--- config.mk ---
export PLATFORM = sky130hd
export DESIGN_NAME = fifo_wr_arbiter
export DESIGN_NICKNAME = d
export VERILOG_FILES = /design/src/rtl/fifo_wr_arbiter.sv
export SDC_FILE = /design/constraint.sdc
export NUM_CORES = 1
export LEC_CHECK = 0
export BUFFER_PORTS_ARGS = -buffer_cell sky130_fd_sc_hd__buf_2
export CORE_MARGIN = 1.5
export CORE_UTILIZATION = 50
export CTS_BUF_LIST = sky130_fd_sc_hd__clkbuf_2
export DETAILED_ROUTE_END_ITERATION = 7
export PLACE_DENSITY = 0.84
export SLEW_MARGIN = 20
export SYNTH_ARGS = -nofsm -noshare
export SYNTH_HDL_FRONTEND = slang
export SYNTH_SLANG_ARGS = --single-unit
--- constraint.sdc ---
create_clock -name clk -period 4.76 [get_ports clk]
set_input_delay 1.428 -clock clk [delete_from_list [all_inputs] [get_ports clk]]
set_output_delay 1.428 -clock clk [all_outputs]
set_load 0.02 [all_outputs]
--- src/rtl/fifo_wr_arbiter.sv ---
// fifo_wr_arbiter
//   Round-robin arbiter that shares one FIFO write port between NUM_REQ
//   valid/ready requesters. One requester holds the grant at a time; the
//   accepted beat is registered onto fifo_wr_en/fifo_wdata one cycle later.
//   The FIFO is never written while full, and no beat is lost or duplicated.
//
// Optional feature macro: FIFO_ARB_BURST_EN
//   defined   : a grant lasts up to BURST_LEN accepted beats
//   undefined : every accepted beat releases the grant (BURST_LEN ignored)
//
// Ports
//   clk              in   single clock, rising edge
//   rst_n            in   synchronous active-low reset
//   req_valid        in   [NUM_REQ]            requester i has a word
//   req_data         in   [NUM_REQ*DATA_WIDTH] word i at [i*DATA_WIDTH +: DATA_WIDTH]
//   req_ready        out  [NUM_REQ]            beat i accepted when valid&ready
//   fifo_full        in   FIFO full
//   fifo_almost_full in   FIFO has exactly one free slot
//   fifo_wr_en       out  registered write strobe
//   fifo_wdata       out  [DATA_WIDTH] registered write data
//   grant_valid      out  a requester holds the grant
//   grant_id         out  [$clog2(NUM_REQ)] granted requester index
module fifo_wr_arbiter #(
  parameter int NUM_REQ    = 4,
  parameter int DATA_WIDTH = 8,
  parameter int BURST_LEN  = 4
) (
  input  logic                          clk,
  input  logic                          rst_n,
  input  logic [NUM_REQ-1:0]            req_valid,
  input  logic [NUM_REQ*DATA_WIDTH-1:0] req_data,
  output logic [NUM_REQ-1:0]            req_ready,
  input  logic                          fifo_full,
  input  logic                          fifo_almost_full,
  output logic                          fifo_wr_en,
  output logic [DATA_WIDTH-1:0]         fifo_wdata,
  output logic                          grant_valid,
  output logic [$clog2(NUM_REQ)-1:0]    grant_id
);

  localparam int ID_W = $clog2(NUM_REQ);

  if (NUM_REQ < 2 || NUM_REQ > 8 || BURST_LEN < 1 || BURST_LEN > 15) begin : g_param_check
    $error("fifo_wr_arbiter: NUM_REQ must be 2..8 and BURST_LEN 1..15");
  end

  typedef enum logic {IDLE, GRANT} state_t;

  state_t              state;
  logic [ID_W-1:0]     rr_ptr;
  logic                stall;
  logic                accept;
  logic                rel;
  logic                arb;
  logic                any_valid;
  logic [ID_W-1:0]     arb_pick;
  logic [ID_W-1:0]     arb_start;
  logic [ID_W-1:0]     id_next;
  logic                sel_valid;
  logic [DATA_WIDTH-1:0] sel_data;

  assign grant_valid = (state == GRANT);

  // A write already registered consumes the last free slot, so almost_full
  // only stalls while that write is in flight.
  assign stall = fifo_full | (fifo_almost_full & fifo_wr_en);

  always_comb begin
    req_ready = '0;
    for (int unsigned i = 0; i < NUM_REQ; i++) begin
      req_ready[i] = grant_valid & (grant_id == ID_W'(i)) & ~stall;
    end
  end

  // Mux of the granted requester's valid and data.
  always_comb begin
    sel_valid = 1'b0;
    sel_data  = '0;
    for (int unsigned i = 0; i < NUM_REQ; i++) begin
      if (grant_id == ID_W'(i)) begin
        sel_valid = req_valid[i];
        sel_data  = req_data[i*DATA_WIDTH +: DATA_WIDTH];
      end
    end
  end

  assign accept  = grant_valid & sel_valid & ~stall;
  assign id_next = ID_W'((32'(grant_id) + 32'd1) % NUM_REQ);

`ifdef FIFO_ARB_BURST_EN
  logic [3:0] beat_cnt;
  logic       burst_done;

  // The accepted beat that completes the burst releases in the same cycle.
  assign burst_done = (beat_cnt == 4'(BURST_LEN - 1));
  assign rel        = grant_valid & (~sel_valid | (accept & burst_done));
`else
  assign rel        = grant_valid & (~sel_valid | accept);
`endif

  assign arb = ~grant_valid | rel;

  // On a release cycle the scan starts past the releasing id directly, so the
  // new grant lands on the next edge without waiting for rr_ptr to update.
  assign arb_start = grant_valid ? id_next : rr_ptr;

  always_comb begin
    int unsigned idx;
    idx       = 0;
    any_valid = 1'b0;
    arb_pick  = '0;
    for (int unsigned k = 0; k < NUM_REQ; k++) begin
      idx = (32'(arb_start) + k) % NUM_REQ;
      if (!any_valid && req_valid[ID_W'(idx)]) begin
        any_valid = 1'b1;
        arb_pick  = ID_W'(idx);
      end
    end
  end

  always_ff @(posedge clk) begin
    if (!rst_n) begin
      state      <= IDLE;
      grant_id   <= '0;
      rr_ptr     <= '0;
      fifo_wr_en <= 1'b0;
      fifo_wdata <= '0;
    end else begin
      fifo_wr_en <= accept;
      if (accept) begin
        fifo_wdata <= sel_data;
      end
      if (rel) begin
        rr_ptr <= id_next;
      end
      if (arb) begin
        if (any_valid) begin
          state    <= GRANT;
          grant_id <= arb_pick;
        end else begin
          state    <= IDLE;
        end
      end
    end
  end

`ifdef FIFO_ARB_BURST_EN
  always_ff @(posedge clk) begin
    if (!rst_n) begin
      beat_cnt <= '0;
    end else if (arb) begin
      beat_cnt <= '0;
    end else if (accept) begin
      beat_cnt <= beat_cnt + 4'd1;
    end
  end
`endif

endmodule
### Word level (Yosys, flattened, before mapping)

Cells that the tools add are included.

| cells by class | value |
|---|---|
| equal/unequal tests | 3 |
| add/sub/neg operators | 4 |
| mux-type cells | 26 |
| bitwise operators | 18 |
| reduce and logical (&&, ||, !) cells | 8 |
| magnitude comparators | 4 |

Operators with widths:

| kind | number |
|---|---|
| $mux W8 | 4 |
| $mux W1 | 13 |
| $and A1 B1 Y1 | 12 |
| $lt A2 B3 Y1 const B | 4 |
| $mux W2 | 5 |
| $bmux W1 S2 | 4 |
| $add A2 B1 Y2 const B | 2 |
| $add A2 B2 Y2 const B | 2 |
| $eq A2 B2 Y1 const B | 2 |
| $logic_and A1 B1 Y1 | 3 |
| $logic_not A1 Y1 | 3 |
| $not A1 Y1 | 3 |
| $or A1 B1 Y1 | 3 |
| $eq A2 B1 Y1 const B | 1 |
| $logic_not A2 Y1 | 1 |
| $reduce_and A2 Y1 | 1 |

| word-level totals | value |
|---|---|
| bits of input ports | 40 |
| output and inout port bits | 16 |
| word-level logic and storage cells | 68 |
| flip-flop bits (word level) | 14 |

### Logic depth before layout (Yosys ltp)

| depth | value |
|---|---|
| depth in word-level cells | 15 |
| gate-level depth with buffers | 8 |
| gate-level depth less buffers | 6 |

### Worst setup path after synthesis

No wires, ideal clock.

| timing | value |
|---|---|
| path kind | input port to output port |
| from | input fifo_almost_full |
| to | output req_ready[0] |
| data arrival time | 2.116 ns |
| stages on the path | 4 |
| setup slack | 1.216 ns |
| required time | 3.332 ns |
| buffers on the path | 1 |
| path through | nand2_1 -> and3b_1 -> buf_2 -> and2_1 |

| on the way | value |
|---|---|
| cells in the longest elaborated chain, start to end | 4 |

Ends and longest elaborated chain:

| item | RTL line | text |
|---|---|---|
| start, declared | 34 | `input logic fifo_almost_full,` |
| $and A1 B1 Y1 | 66 | `assign stall = fifo_full \| (fifo_almost_full & fifo_wr_en);` |
| $or A1 B1 Y1 | 66 |  |
| $not A1 Y1 | 71 | `req_ready[i] = grant_valid & (grant_id == ID_W'(i)) & ~stall;` |
| $and A1 B1 Y1 | 71 |  |
| end, declared | 32 | `output logic [NUM_REQ-1:0] req_ready,` |

Every way passes these cells.

### Worst setup path after layout

Ends and elaborated chain as after synthesis.

==> results_dict.tcl <==
set metrics [dict create \
    rsz0062_at_grt "false" \
    wl_per_cell_um 13.4 \
    leakagePower_nw 0.621 \
    crit_end "req_ready[0]" \
    io_pins 56 \
    routed_wl_um 2660 \
    post_cts_resized 0 \
    route.detailed.drc 0 \
    vdd_drop_max_uv 245 \
    place_ws_ns 0.958 \
    cts_sinks 14 \
    netlist_instances 122 \
    ant_nets 0 \
    overflow 0 \
    grtUsageTotal_pct 23.0 \
    power.density_nw_per_um2 337 \
    antenna_found_initial 0 \
    initial_core_util_pct 53.5 \
    crit_arrival_ns 2.38 \
    cts_made_buffers 3 \
    root_buffer "clkbuf_2" \
    slew_headroom_pct 37.9 \
    status "completed" \
    post_synth.cell_area_avg_um2 8.69 \
    r2r-start "grant_id[0]" \
    r2r_setup_slack_ns 2.11 \
    yosys_warnings 0 \
    hold_slack_ns 0.472 \
    clk_latency_ns 0.28 \
    cts_max_level 1 \
    post_cts_buffers 0 \
    max_freq_mhz 263 \
    die-area_um2 2400 \
    final_nets 217 \
    cts_tree "done" \
    ys_seq_elements 14 \
    diodes 0 \
    synth_area_um2 1060 \
    fin_crit_sh_pct 80.0 \
    grt_pass1_vias 993 \
    final_common_cell "buf_2" \
    finClkSkew_ns 0.00646 \
    p_total_uw 445 \
    cp_max_fo 14 \
    via_count 1117 \
    cts_buffer_depth 2 \
    cts_hold_buf 0 \
    drive_gt1_share_pct 40.7 \
    grt_pass1_wl_um 4420 \
    grt_max_degree 21 \
    startpoint "fifo_almost_full" \
    viasPerCell 5.61 \
    hold_path.class "reg2reg" \
    hold_depth 2 \
    cp-end-kind "output pin" \
    seq_area_um2 280 \
    fin_crit_ns 3.81 \
    tightest_slew_ns 0.930 \
    fillCellCount 171 \
    dp.final_hpwl_um 2010 \
    hold_viol 0 \
    crit_path_start_kind "primary input" \
    cts.reportedPaths.clkPinSlew_ns 0.13 \
    die_w_um 49.0 \
    critPathKind "in2out" \
    fin_ws_ns 0.952 \
    setup_violations 0 \
    reg2reg_to "fifo_wdata[5]" \
    drv_slew 0 \
    reg2regPathDepth 5 \
    finalSetupTns_ns 0 \
    syn-num-nets 166 \
    core-area_um2 1980 \
    required_ns 3.33 \
    seq_area_frac_synth_pct 26.4 \
    syn_to_final_growth_pct 24.7 \
    final_cell_mix "buf_2 (55), nand2_1 (14), dfxtp_1 (14), nor2b_1 (9)" \
    numPortBuffers 55 \
    drv_cap 0 \
    drt_iter0_drc 24 \
    row_count 16 \
    multi_input_area_um2 691 \
    drtPass1Iterations 4 \
    routabilityCongestion 0.796 \
    synthDistinctLibCells 38 \
    die_y_um 49.0 \
]
-- routing by layer --
| layer | part of all wire, % | track usage, % | vias up |
|---|---|---|---|
| li1 | - | - | 563 |
| met1 | 44 | 29.4 | 495 |
| met2 | 47 | 38.4 | 53 |
| met3 | 7.8 | 6.13 | 6 |
| met4 | 1.4 | 5.71 | 0 |
| met5 | 0 | 0 | - |
-- power breakdown --
group / internal (mW) / switching (mW) / total, mW / leakage (nW)
logic: 0.104 / 0.136 / 0.240 / 0.492
clock network: 0.0182 / 0.0388 / 0.0570 / 0.0140
registers: 0.135 / 0.0129 / 0.147 / 0.115
-- synthesized netlist by cell type, drive strengths merged --
cell type	instances	area (um2)
o221a	7	78.8
nor2b	9	56.3
ha	4	50.1
clkbuf	3	11.3
a21boi	1	7.51
o311a	1	10.0
o21ai	1	5.00
o221ai	1	8.76
nor3	7	35.0
o32a	1	10.0
a31oi	2	27.5
o32ai	1	16.3
and2	6	37.5
and3b	2	17.5
a211o	1	8.76
mux2i	3	30.0
nor2	2	7.51
nand3	7	35.0
o31ai	1	12.5
mux2	1	15.0
dfxtp	14	280
a21oi	3	18.8
o21a	1	7.51
nor4	1	6.26
nand3b	2	15.0
buf	6	55.1
a221oi	7	61.3
nor3b	1	7.51
a22oi	1	7.51
a211oi	3	32.5
nand2	14	52.6
inv	6	22.5
and3	2	12.5
-- kinds of logic after synthesis --
kind of cell             Yosys count  share of synthesized area, %
buffers and inverters             15                          8.38
adder cells (fa/ha/maj)            4                          4.72
AO/OA/AOI/OAI                     32                          29.5
multiplexers                       4                          4.25
flip-flops                        14                          26.4
AND/OR/NAND/NOR                   53                          26.7
-- worst min-delay path by stage --
| stage | from | to | slack, ns |
|---|---|---|---|
| after CTS | rr_ptr[1] | rr_ptr[1] | 0.48 |
| after detailed placement | rr_ptr[1] | rr_ptr[1] | 0.46 |
| after global placement | rr_ptr[1] | rr_ptr[1] | 0.45 |
| final | rr_ptr[1] | rr_ptr[1] | 0.47 |
| after global routing | rr_ptr[0] | rr_ptr[0] | 0.51 |
| after floorplan | rr_ptr[1] | rr_ptr[1] | 0.43 |
-- flip-flops by register name (all words and copies together) (netlist names) --
register	flops
grant_id	2
grant_valid	1
rr_ptr	2
fifo_wdata	8
fifo_wr_en	1
-- worst max-delay path: stages --
cell and delay, ns:
buf_2 0.09, nand2_1 0.07, and3b_1 0.44, and2_1 0.19
buf_2 0.16
-- final cells by class --
cell class | count | share of cell area (%)
multi-input cells | 93 | 52.3
repair buffers | 55 | 20.8
flip-flops and latches | 14 | 21.2
clock buffers | 3 | 1.14
inverters | 6 | 1.70
well taps | 27 | 2.56
clock inverters | 1 | 0.284
-- through the flow --
step / cells / area, um2 / utilization, %
2_1_floorplan: 122 / 1060 / -
3_3_place_gp: 195 / 1300 / 65.7
3_5_place_dp: 195 / 1300 / 65.7
4_1_cts: 199 / 1320 / 66.7
5_1_grt: 199 / 1320 / 66.7
6_report: 199 / 1320 / 66.7
Power figures use the tool's default switching activity.
